File: src/rtl/fetch_ctrl.sv
// -----------------------------------------------------------------------------
// fetch_ctrl
// Instruction-fetch sequencer. Owns the architectural PC and issues
// single-outstanding requests to instruction memory over a req/ready
// handshake. Fetched {pc, instruction} pairs go into a small FIFO whose head
// is presented, registered, at the IF/ID boundary. Decode stalls are absorbed
// by the FIFO. Redirects flush the FIFO, and a request still outstanding when
// a redirect arrives is drained and its data is dropped.
//
// Ports:
//   clk            clock
//   reset          asynchronous, active-high reset
//   imem_req       fetch request valid (held stable until imem_ready)
//   imem_addr      fetch address, word aligned
//   imem_ready     memory accepts request; imem_rdata valid in that cycle
//   imem_rdata     fetched instruction
//   id_stall       decode cannot accept; current output is held
//   redirect_valid branch/jump taken; flush and refetch
//   redirect_pc    redirect target (low two bits ignored)
//   instr_valid    instr_out/pc_out hold a live instruction
//   instr_out      instruction to IF/ID
//   pc_out         PC of instr_out
// -----------------------------------------------------------------------------
module fetch_ctrl #(
    parameter logic [31:0] RESET_PC  = 32'h0000_0000,
    parameter int          BUF_DEPTH = 2,
    parameter logic [31:0] PC_STEP   = 32'd4
) (
    input  logic        clk,
    input  logic        reset,
    output logic        imem_req,
    output logic [31:0] imem_addr,
    input  logic        imem_ready,
    input  logic [31:0] imem_rdata,
    input  logic        id_stall,
    input  logic        redirect_valid,
    input  logic [31:0] redirect_pc,
    output logic        instr_valid,
    output logic [31:0] instr_out,
    output logic [31:0] pc_out
);

    localparam int PTR_W = (BUF_DEPTH > 1) ? $clog2(BUF_DEPTH) : 1;
    localparam logic [PTR_W:0] DEPTH_C = (PTR_W + 1)'(BUF_DEPTH);

    typedef enum logic [1:0] {
        ST_IDLE  = 2'd0,
        ST_FETCH = 2'd1,
        ST_HOLD  = 2'd2,
        ST_DRAIN = 2'd3
    } state_t;

    state_t             state_r, state_s;
    logic [31:0]        pc_r, pc_s;
    logic               req_r, req_s;
    logic [31:0]        addr_r, addr_s;

    logic [31:0]        fifo_pc_r    [BUF_DEPTH];
    logic [31:0]        fifo_instr_r [BUF_DEPTH];
    logic [PTR_W-1:0]   wr_ptr_r, wr_ptr_s;
    logic [PTR_W-1:0]   rd_ptr_r, rd_ptr_s;
    logic [PTR_W:0]     count_r, count_s;

    logic               valid_r, valid_s;
    logic [31:0]        instr_r, instr_s;
    logic [31:0]        pc_out_r, pc_out_s;

    logic               xfer_s;
    logic               push_s;
    logic               pop_s;
    logic [31:0]        redir_pc_s;

    assign imem_req    = req_r;
    assign imem_addr   = addr_r;
    assign instr_valid = valid_r;
    assign instr_out   = instr_r;
    assign pc_out      = pc_out_r;

    // Handshake qualifiers; a redirect discards both the push and the pop of its cycle.
    always_comb begin
        xfer_s     = req_r & imem_ready;
        push_s     = (state_r == ST_FETCH) & xfer_s & ~redirect_valid;
        pop_s      = valid_r & ~id_stall & ~redirect_valid;
        redir_pc_s = {redirect_pc[31:2], 2'b00};
    end

    // FIFO pointer and occupancy update.
    always_comb begin
        wr_ptr_s = wr_ptr_r;
        rd_ptr_s = rd_ptr_r;
        count_s  = count_r;
        if (redirect_valid) begin
            wr_ptr_s = {PTR_W{1'b0}};
            rd_ptr_s = {PTR_W{1'b0}};
            count_s  = {(PTR_W + 1){1'b0}};
        end else begin
            if (push_s) begin
                wr_ptr_s = wr_ptr_r + {{(PTR_W - 1){1'b0}}, 1'b1};
            end else begin
                wr_ptr_s = wr_ptr_r;
            end
            if (pop_s) begin
                rd_ptr_s = rd_ptr_r + {{(PTR_W - 1){1'b0}}, 1'b1};
            end else begin
                rd_ptr_s = rd_ptr_r;
            end
            count_s = count_r + {{PTR_W{1'b0}}, push_s} - {{PTR_W{1'b0}}, pop_s};
        end
    end

    // Next registered FIFO head; bypass the entry being written this cycle.
    always_comb begin
        valid_s  = valid_r;
        instr_s  = instr_r;
        pc_out_s = pc_out_r;
        if (redirect_valid) begin
            valid_s = 1'b0;
        end else if (count_s == {(PTR_W + 1){1'b0}}) begin
            valid_s = 1'b0;
        end else begin
            valid_s = 1'b1;
            if (push_s && (wr_ptr_r == rd_ptr_s)) begin
                instr_s  = imem_rdata;
                pc_out_s = addr_r;
            end else begin
                instr_s  = fifo_instr_r[rd_ptr_s];
                pc_out_s = fifo_pc_r[rd_ptr_s];
            end
        end
    end

    // Fetch FSM next state, PC and request register values.
    always_comb begin
        state_s = state_r;
        pc_s    = pc_r;
        req_s   = req_r;
        addr_s  = addr_r;
        case (state_r)
            ST_IDLE: begin
                state_s = ST_FETCH;
                req_s   = 1'b1;
                if (redirect_valid) begin
                    pc_s   = redir_pc_s;
                    addr_s = redir_pc_s;
                end else begin
                    addr_s = pc_r;
                end
            end
            ST_FETCH: begin
                if (redirect_valid) begin
                    pc_s = redir_pc_s;
                    if (xfer_s) begin
                        state_s = ST_FETCH;
                        req_s   = 1'b1;
                        addr_s  = redir_pc_s;
                    end else begin
                        // Old request stays on the bus until memory takes it.
                        state_s = ST_DRAIN;
                    end
                end else if (xfer_s) begin
                    pc_s = pc_r + PC_STEP;
                    if (count_s == DEPTH_C) begin
                        state_s = ST_HOLD;
                        req_s   = 1'b0;
                    end else begin
                        state_s = ST_FETCH;
                        req_s   = 1'b1;
                        addr_s  = pc_r + PC_STEP;
                    end
                end else begin
                    state_s = ST_FETCH;
                end
            end
            ST_HOLD: begin
                if (redirect_valid) begin
                    pc_s    = redir_pc_s;
                    state_s = ST_FETCH;
                    req_s   = 1'b1;
                    addr_s  = redir_pc_s;
                end else if (count_s < DEPTH_C) begin
                    state_s = ST_FETCH;
                    req_s   = 1'b1;
                    addr_s  = pc_r;
                end else begin
                    state_s = ST_HOLD;
                end
            end
            ST_DRAIN: begin
                if (redirect_valid) begin
                    pc_s = redir_pc_s;
                end else begin
                    pc_s = pc_r;
                end
                if (xfer_s) begin
                    // Killed response arrives now; its data is never pushed.
                    state_s = ST_FETCH;
                    req_s   = 1'b1;
                    addr_s  = pc_s;
                end else begin
                    state_s = ST_DRAIN;
                end
            end
            default: begin
                state_s = ST_IDLE;
                req_s   = 1'b0;
                addr_s  = pc_r;
            end
        endcase
    end

    // Control and output registers.
    always_ff @(posedge clk or posedge reset) begin
        if (reset) begin
            state_r  <= ST_IDLE;
            pc_r     <= RESET_PC;
            req_r    <= 1'b0;
            addr_r   <= RESET_PC;
            wr_ptr_r <= {PTR_W{1'b0}};
            rd_ptr_r <= {PTR_W{1'b0}};
            count_r  <= {(PTR_W + 1){1'b0}};
            valid_r  <= 1'b0;
            instr_r  <= 32'h0000_0000;
            pc_out_r <= 32'h0000_0000;
        end else begin
            state_r  <= state_s;
            pc_r     <= pc_s;
            req_r    <= req_s;
            addr_r   <= addr_s;
            wr_ptr_r <= wr_ptr_s;
            rd_ptr_r <= rd_ptr_s;
            count_r  <= count_s;
            valid_r  <= valid_s;
            instr_r  <= instr_s;
            pc_out_r <= pc_out_s;
        end
    end

    // FIFO storage.
    always_ff @(posedge clk or posedge reset) begin
        if (reset) begin
            for (int i = 0; i < BUF_DEPTH; i++) begin
                fifo_pc_r[i]    <= 32'h0000_0000;
                fifo_instr_r[i] <= 32'h0000_0000;
            end
        end else if (push_s) begin
            fifo_pc_r[wr_ptr_r]    <= addr_r;
            fifo_instr_r[wr_ptr_r] <= imem_rdata;
        end else begin
            fifo_pc_r[wr_ptr_r]    <= fifo_pc_r[wr_ptr_r];
            fifo_instr_r[wr_ptr_r] <= fifo_instr_r[wr_ptr_r];
        end
    end

endmodule
File: config.mk
export PLATFORM = sky130hd
export DESIGN_NAME = fetch_ctrl
export DESIGN_NICKNAME = d
export VERILOG_FILES = /design/src/rtl/fetch_ctrl.sv
export SDC_FILE = /design/constraint.sdc
export NUM_CORES = 1
export LEC_CHECK = 0
export ABC_AREA = 1
export CAP_MARGIN = 15
export CORE_MARGIN = 8
export CORE_UTILIZATION = 55
export CTS_CLUSTER_DIAMETER = 100
export DETAILED_ROUTE_END_ITERATION = 16
export PLACE_DENSITY = 0.8
export SLEW_MARGIN = 0
export SYNTH_ARGS = -nofsm -noshare
export SYNTH_HDL_FRONTEND = slang
export SYNTH_SLANG_ARGS = --single-unit
File: constraint.sdc
create_clock -name clk -period 12.45 [get_ports clk]
set_input_delay 2.49 -clock clk [delete_from_list [all_inputs] [get_ports clk]]
set_output_delay 2.49 -clock clk [all_outputs]
set_load 0.005 [all_outputs]
Yosys cells after proc, flatten, opt, wreduce, memory -nomap -nowiden
Cells that the tools add are included.
- flip-flop bits (word level): 264
- latch bits: 0
- RAM bits: 0
- ROM bits: 0
- input bits: 69
- output and inout port bits: 98
- word-level logic and storage cells: 107
- memories: 0
- $add $sub $neg: 5
- multiply operators: 0
- divide/modulo/power cells: 0
- magnitude comparators: 4
- equal/unequal tests: 10
- shift-type cells: 0
- muxes and demuxes: 55
- bitwise operators: 10
- reductions and logical operators: 9
- operator list (operator ; number):
    two-way mux 32 bit ; 25
    bitwise mux 64 bit ; 4
    two-way mux 64 bit ; 2
    case mux 32 bit (4 select lines) ; 1
    case mux 32 bit (2 select lines) ; 1
    adder 32 x 3 -> 32 bit (second input constant) ; 1
    demux 32 bit (select 1 bit) ; 1
    two-way mux 2 bit ; 7
    two-way mux 1 bit ; 12
    inequality test 3 bit (second input constant) ; 3
    case mux 2 bit (4 select lines) ; 1
    equality test 2 bit (second input constant) ; 3
    AND 1 bit ; 5
    greater-or-equal comparator 2 bit (second input constant) ; 2
    zero test 2 bit ; 2
    inequality test 2 bit (second input constant) ; 2
    NOT 1 -> 2 bit ; 2
    case mux 1 bit (4 select lines) ; 1
    AND reduction 2 bit ; 2
    AND reduction 4 bit ; 1
    NOT 1 bit ; 3
    OR reduction 3 bit ; 1
    adder 1 bit (second input constant) ; 2
    adder 2 x 1 -> 2 bit ; 1
    other kinds (7) ; 8

Longest topological paths before layout
Gate-level depths: netlist of the first run.
- word-level depth: 11
- mapped depth: 17
- gate-level depth less buffers: 16

Least setup slack after synthesis of the first run
Ideal clock, no wire load.
- path type: in2reg
- start point: input redirect_valid
- end point: register addr_r[7] (netlist: imem_addr[7])
- data arrival time: 4.256 ns
- setup slack: 8.065 ns
- stages on the path: 13
- buffers on the path: 3
- cells stage by stage: buf_4 -> clkbuf_1 -> nor2_1 -> ha_1 -> inv_1 -> ha_1 -> nand3_1 -> nand3_1 -> nor2_1 -> nand2_1 -> nand3_1 -> buf_4 -> o21ai_0
- word-level cells in the longest chain between the ends: 8
- elaborated cells on any way between the ends: 16
- those cells by class: add/sub (2); order compare (1); eq/ne (3); mux (6); bitwise (3); reduce/logical (1)
- ends and longest elaborated chain (what ; RTL line ; RTL):
    start, declared ; 36 ; input logic redirect_valid,
    NOT 1 bit (no line) ; - ;
    AND 1 bit ; 82 ; push_s = (state_r == ST_FETCH) & xfer_s & ~redirect_valid;
    adder 2 x 1 -> 2 bit ; 107 ; count_s = count_r + {{PTR_W{1'b0}}, push_s} - {{PTR_W{1'b0}}, pop_s};
    subtractor 2 x 1 -> 2 bit ; 107 ;
    two-way mux 2 bit ; 92 ; if (redirect_valid) begin
    < comparator 2 bit or equality test 2 bit (tied branches) ; 180, 162 ;
    inequality test 3 bit (no line) ; - ;
    AND reduction 4 bit (no line) ; - ;
    end signal, assigned ; 228 ; addr_r <= addr_s;
    end, declared ; 56 ; logic [31:0] addr_r, addr_s;
Several ways; a longest one is shown, not always the timed one. The select of a mux whose other input is x is not followed.
A chain may end at the register's enable or synchronous reset.

Final worst setup path of the first run
- start point: input redirect_valid
- end point: register pc_out_r[31] (netlist: pc_out[31])
- elaborated cells on any way between the ends: 18
- those cells by class: add/sub (2); eq/ne (1); mux (7); bitwise (5); reduce/logical (3)
- RTL lines (what ; RTL line ; RTL):
    NOT 1 bit (no line) ; - ;
    AND 1 bit ; 82 ;
    adder 2 x 1 -> 2 bit ; 107 ;
    subtractor 2 x 1 -> 2 bit ; 107 ;
    two-way mux 2 bit * ; 92 ;
    net count_s[0] ; 62 ; logic [PTR_W:0] count_r, count_s;
    zero test 2 bit * ; 118 ; end else if (count_s == {(PTR_W + 1){1'b0}}) begin
    NOT 1 bit (no line) * ; - ;
    AND reduction 2 bit (no line) * ; - ;
    end signal, assigned ; 234 ; pc_out_r <= pc_out_s;
    end, declared ; 66 ; logic [31:0] pc_out_r, pc_out_s;
Mark *: on every way through the listed nets, which the timed path passes. The rest lies on a longest branch. The select of a mux whose other input is x is not followed.

==> reports/results.ini, run 1 <==
[sta]
setup_viol=0
hold_viol=0
maxSlewHeadroom=0.320
fin_worst_skew_ps=9.95
fmax_ghz=0.171
report.final.slew_viol_count=0
setup-tns-final_ps=0
fin_hold_ws_ps=465
worst_pin_slew_ps=1020
rsz0062_at_grt=false
timing.final.crit_share=0.470
fin_crit_ps=5850

[synth]
yosysTopAreaCell=dfrtp_1
syn-num-nets=1756
synth_area_leaders=dfrtp_1 (51%), nand2_1 (18%), o21ai_0 (7.2%), nand3_1 (7.0%), inv_1 (4.6%)
avgSynthCellArea_um2=7.65
ys_types=34
ys_seq_area_frac=0.513
synth_cells=1684
syn_area_um2=12900
yosysWarnings=0
ys_seq_elements=264
synth_top_area_share=0.513

[outcome]
status=complete, no violations

[cells_and_area]
nets=1870
final_util=0.670
fillers=1956
layout_commonest_cell=nand2_1
drive_gt1_frac=0.0544
diodes=0
area_growth_pct=21.0
final_cell_mix=nand2_1 (630), dfrtp_1 (264), o21ai_0 (186)

[power]
cellPowerDensity_nw_per_um2=246
p_sw_w=0.00142
pwr-share-clk=0.237
peakVddDrop_v=0.000124
p_sw_frac=0.369
combPwrFrac=0.379
power_frac_seq=0.384
power.total_w=0.00384
internal_power_w=0.00242
cellLeakagePower_nw=7.86

[worst_setup_path]
cp-end-kind=flip-flop
cp_max_fo=66
worstPathRequired_ps=12870
cp.arrival_ps=6270
path_class=in2reg
startpoint_type=primary input

[floorplan]
initial_utilization=0.554
die_area_um2=28600
coreArea_um2=23300
io_pins=167
row_count=56
die_y_um=169
fp.dieW_um=169

[global_routing]
grt_pass1_wl_mm=56.9
grt_antenna_before_repair=0
first_global_vias=11100
grt_max_degree=130
track_usage=0.241
gr-total-overflow=0

[job]
maxCapViolCount=0

[route]
drt_iter0_markers=1162
firstDrtPassIters=6
vias=11400
final_antenna_net_count=0
wirelength_mm=34.2
wl_per_cell_um=16.0
via_per_inst=5.32
drc_errors=0

[clock_network]
root_buffer=clkbuf_16
clk_path_buf_depth=3
clock-sinks=264
clock_latency_ps=540
cts_setup_buffers=0
cts_hold_repair.buffers=0
numCtsBuffers=28
clk_pin_slew_ps=60
cts_tree=built
cts_htree_levels=1
cts_resized=0

[place]
place.gp.congestion=0.904
hpwl_mm=21.2
port_buffers=164

[worst_hold_path]
hold_class=reg2reg

## state kept, by name (all words and copies together), names as in the netlist
| register | cells |
|---|---|
| instr_out | 32 |
| wr_ptr_r | 1 |
| fifo_instr_r | 64 |
| rd_ptr_r | 1 |
| imem_addr | 32 |
| imem_req | 1 |
| fifo_pc_r | 64 |
| instr_valid | 1 |
| state_r | 2 |
| pc_r | 32 |
| count_r | 2 |
| pc_out | 32 |
## worst paths after layout
check,start,endpoint,slack (ps),cells past startpoint
min in group asynchronous,reset,instr_out[17]$_DFFE_PP0P_,2490,2
max in group asynchronous,reset,pc_r[6]$_DFFE_PP0P_,7710,4
setup / recovery,redirect_valid,pc_out[31]$_DFFE_PP0P_,6600,16
hold reg to reg,fifo_instr_r[0]$_DFFE_PP0P_,fifo_instr_r[0]$_DFFE_PP0P_,460,2
setup reg to reg,state_r[1]$_DFF_PP0_,pc_out[31]$_DFFE_PP0P_,8430,16
hold / removal,fifo_instr_r[0]$_DFFE_PP0P_,fifo_instr_r[0]$_DFFE_PP0P_,460,2
## metal layers
metal | part of all wire | vias up | global-route usage
li1 | - | 5542 | -
met1 | 0.44 | 5365 | 0.336
met2 | 0.47 | 430 | 0.391
met3 | 0.071 | 47 | 0.0335
met4 | 0.016 | 0 | 0.0654
met5 | 0 | - | 0
## cells in the mapped netlist
cell / n
nand2_1: 631
o22a_1: 1
or2_2: 14
o22ai_1: 5
nand3_2: 2
nand2_2: 2
inv_2: 6
o21ai_0: 186
nand3_1: 179
buf_6: 3
buf_2: 43
xnor2_1: 1
nor2_4: 2
o21bai_1: 2
nand3b_1: 26
dfrtp_1: 264
a21oi_1: 3
o211ai_1: 2
nor2_1: 55
nor3_1: 2
nor2_2: 3
a21boi_0: 1
xor2_1: 1
clkbuf_1: 24
nand4_1: 2
buf_4: 24
inv_1: 159
nor4_1: 1
nand2_4: 1
xor2_2: 1
ha_1: 3
inv_4: 1
and2_1: 1
o21ai_1: 33
## stage by stage
stage	setup slack, ps	cells	area [um2]
final	6600	2139	15600
after global routing	6320	2139	15600
after CTS	6500	2138	15600
after detailed placement	5930	2086	14500
after global placement	6040	2086	14500
after floorplan	2690	1684	12900
## cell type report
class	instances	area, um2	share of cell area
multi-input cells	1160	5170	0.331
well taps	319	399	0.0256
flip-flops and latches	264	6610	0.424
inverters	166	634	0.0407
clock buffers	42	875	0.0561
clock inverters	10	154	0.00987
repair buffers	178	1760	0.113
## power groups by stage
| stage | clock network [W] | logic, W | registers [W] |
|---|---|---|---|
| 3_5_place_dp | 0 | 0.00144 | 0.00148 |
| 5_1_grt | 0.000955 | 0.00166 | 0.00152 |
| 6_report | 0.000908 | 0.00146 | 0.00147 |
| 3_3_place_gp | 0 | 0.00140 | 0.00147 |
| 4_1_cts | 0.000919 | 0.00146 | 0.00147 |
| 2_1_floorplan | 0 | 0.000896 | 0.00144 |
## cell families after synthesis
logic type / share of synthesized area
fa+ha+maj: 0.00291
flops: 0.513
buf+inv: 0.0889
compound gates: 0.0923
simple gates: 0.301
xor+xnor: 0.00262
## worst max-delay path, cell delays in order
cell and delay [ps]:
clkdlybuf4s50_1 390, buf_4 210, inv_4 430, nand2_4 160, ha_1 310, inv_1 40
ha_1 280, inv_1 40, nor2_1 110, inv_1 60, nand2_2 60, buf_4 660
inv_2 510, buf_12 320, nand2_1 90, nand2_1 60
(Power assumes the default switching activity.)
==> inputs of run 2 (changes only) <==
- CORE_UTILIZATION: 55 -> 50
- PLACE_DENSITY: 0.8 -> 0.76
- clock period: 12.45 -> 5 ns (I/O delays scaled with it)
==> run 2 against run 1 <==
- via count barely moved
- clock-buffer cell count rose by 3
- total power rose by 150%
==> reports/results.ini, run 2 (synthesis results as in run 1) <==
[outcome]
status=complete, no violations

[route]
firstDrtPassIters=5
wirelength_mm=34.9
drt_iter0_markers=1075
drc_errors=0
wl_per_cell_um=16.2
via_per_inst=5.29
vias=11400
final_antenna_net_count=0

[worst_setup_path]
cp-end-kind=flip-flop
cp.arrival_ps=3950
path_class=in2reg
cp_max_fo=19
startpoint_type=primary input
startpoint=redirect_valid
r2r_end=imem_addr[13]$_DFFE_PP0P_
timing.rr.start=state_r[0]$_DFF_PP0_
worstPathRequired_ps=5460
endpoint=imem_addr[23]$_DFFE_PP0P_
rrSetupSlack_ps=1560
reg2reg_depth=15

[sta]
fin_ws_ps=1510
report.final.slew_viol_count=0
fmax_ghz=0.287
setup-tns-final_ps=0
rsz0062_at_grt=false
fin_worst_skew_ps=10.1
timing.final.crit_share=0.697
fin_crit_ps=3490
worst_pin_slew_ps=1090
hold_viol=0
maxSlewHeadroom=0.270
setup_viol=0

[place]
hpwl_mm=22.1
pre_cts_ws_ps=1010
place.gp.congestion=0.922
port_buffers=164
dpl-instance-area_um2=14700

[floorplan]
fp.dieW_um=177
coreArea_um2=25300
initial_utilization=0.510
die_area_um2=31200
row_count=58
io_pins=167
die_y_um=177

[global_routing]
grt_max_degree=170
grt_pass1_wl_mm=56.9
first_global_vias=11000
grt_antenna_before_repair=0
gr-total-overflow=0
track_usage=0.220

[clock_network]
root_buffer=clkbuf_16
cts_resized=0
clk_path_buf_depth=3
numCtsBuffers=29
cts_setup_buffers=0
clock_latency_ps=530
clock-sinks=264
clk_pin_slew_ps=60
cts_htree_levels=1
cts_tree=built
cts_hold_repair.buffers=0

[power]
combPwrFrac=0.388
peakVddDrop_v=0.000276
power_frac_seq=0.389
cellLeakagePower_nw=7.87
internal_power_w=0.00593
pwr-share-clk=0.223
p_sw_w=0.00352
p_sw_frac=0.373
power.total_w=0.00945
cellPowerDensity_nw_per_um2=604

[cells_and_area]
final_util=0.619
nets=1876
area_growth_pct=21.4
fillers=2239
reg_top3=fifo_instr_r x64, fifo_pc_r x64
diodes=0
drive_gt1_frac=0.0554
final_cell_mix=nand2_1 (630), dfrtp_1 (264), o21ai_0 (186)
finalInstanceArea_um2=15600
layout_commonest_cell=nand2_1

[job]
maxCapViolCount=0

[worst_hold_path]
hold_class=reg2reg

run 2: layer usage:
| layer | up-vias | wire length (um) | GRT usage | part of all wire |
|---|---|---|---|---|
| li1 | 5551 | - | - | - |
| met1 | 5395 | 15800 | 0.302 | 0.45 |
| met2 | 387 | 15900 | 0.353 | 0.46 |
| met3 | 54 | 2370 | 0.0380 | 0.068 |
| met4 | 0 | 739 | 0.0637 | 0.021 |
| met5 | - | 0 | 0 | 0 |
run 2: final cells by class:
cell class	instances	area, um2	share of cell area
tap	330	413	0.0264
clock buffer	45	896	0.0573
sequential	264	6610	0.422
multi-input combinational	1160	5170	0.330
inverter	166	631	0.0403
timing repair buffer	183	1870	0.120
clock inverter	6	57.6	0.00368
run 2: worst max-delay path, cell delays in order:
cell and delay, ps:
clkdlybuf4s50_1 770, inv_4 60, nand2_4 130, ha_1 240, inv_1 60, ha_1 150
nand3_1 110, nand3_1 160, nor2_1 100, a21oi_2 470, buf_4 360, nand3_1 200
nand2_1 110
run 2: per-stage QoR:
stage | instances | hold WS (ps)
floorplan | 1684 | 437
global placement | 2103 | 448
detailed placement | 2103 | 454
CTS | 2154 | 468
global route | 2154 | 486
finish | 2154 | 463
run 2: power groups by stage:
stage	clock network, W	logic [W]	registers, W
finish	0.00211	0.00367	0.00368
detailed placement	0	0.00367	0.00370
global route	0.00223	0.00415	0.00379
global placement	0	0.00356	0.00367
floorplan	0	0.00223	0.00358
CTS	0.00215	0.00371	0.00367
run 2: worst min-delay path by stage:
stage,startpoint,to,slack (ps),cells past startpoint
global placement,fifo_instr_r[26]$_DFFE_PP0P_,fifo_instr_r[26]$_DFFE_PP0P_,450,2
detailed placement,fifo_pc_r[30]$_DFFE_PP0P_,fifo_pc_r[30]$_DFFE_PP0P_,450,2
finish,fifo_instr_r[5]$_DFFE_PP0P_,fifo_instr_r[5]$_DFFE_PP0P_,460,2
floorplan,fifo_instr_r[0]$_DFFE_PP0P_,fifo_instr_r[0]$_DFFE_PP0P_,440,2
global route,fifo_instr_r[7]$_DFFE_PP0P_,fifo_instr_r[7]$_DFFE_PP0P_,490,2
CTS,fifo_instr_r[5]$_DFFE_PP0P_,fifo_instr_r[5]$_DFFE_PP0P_,470,2
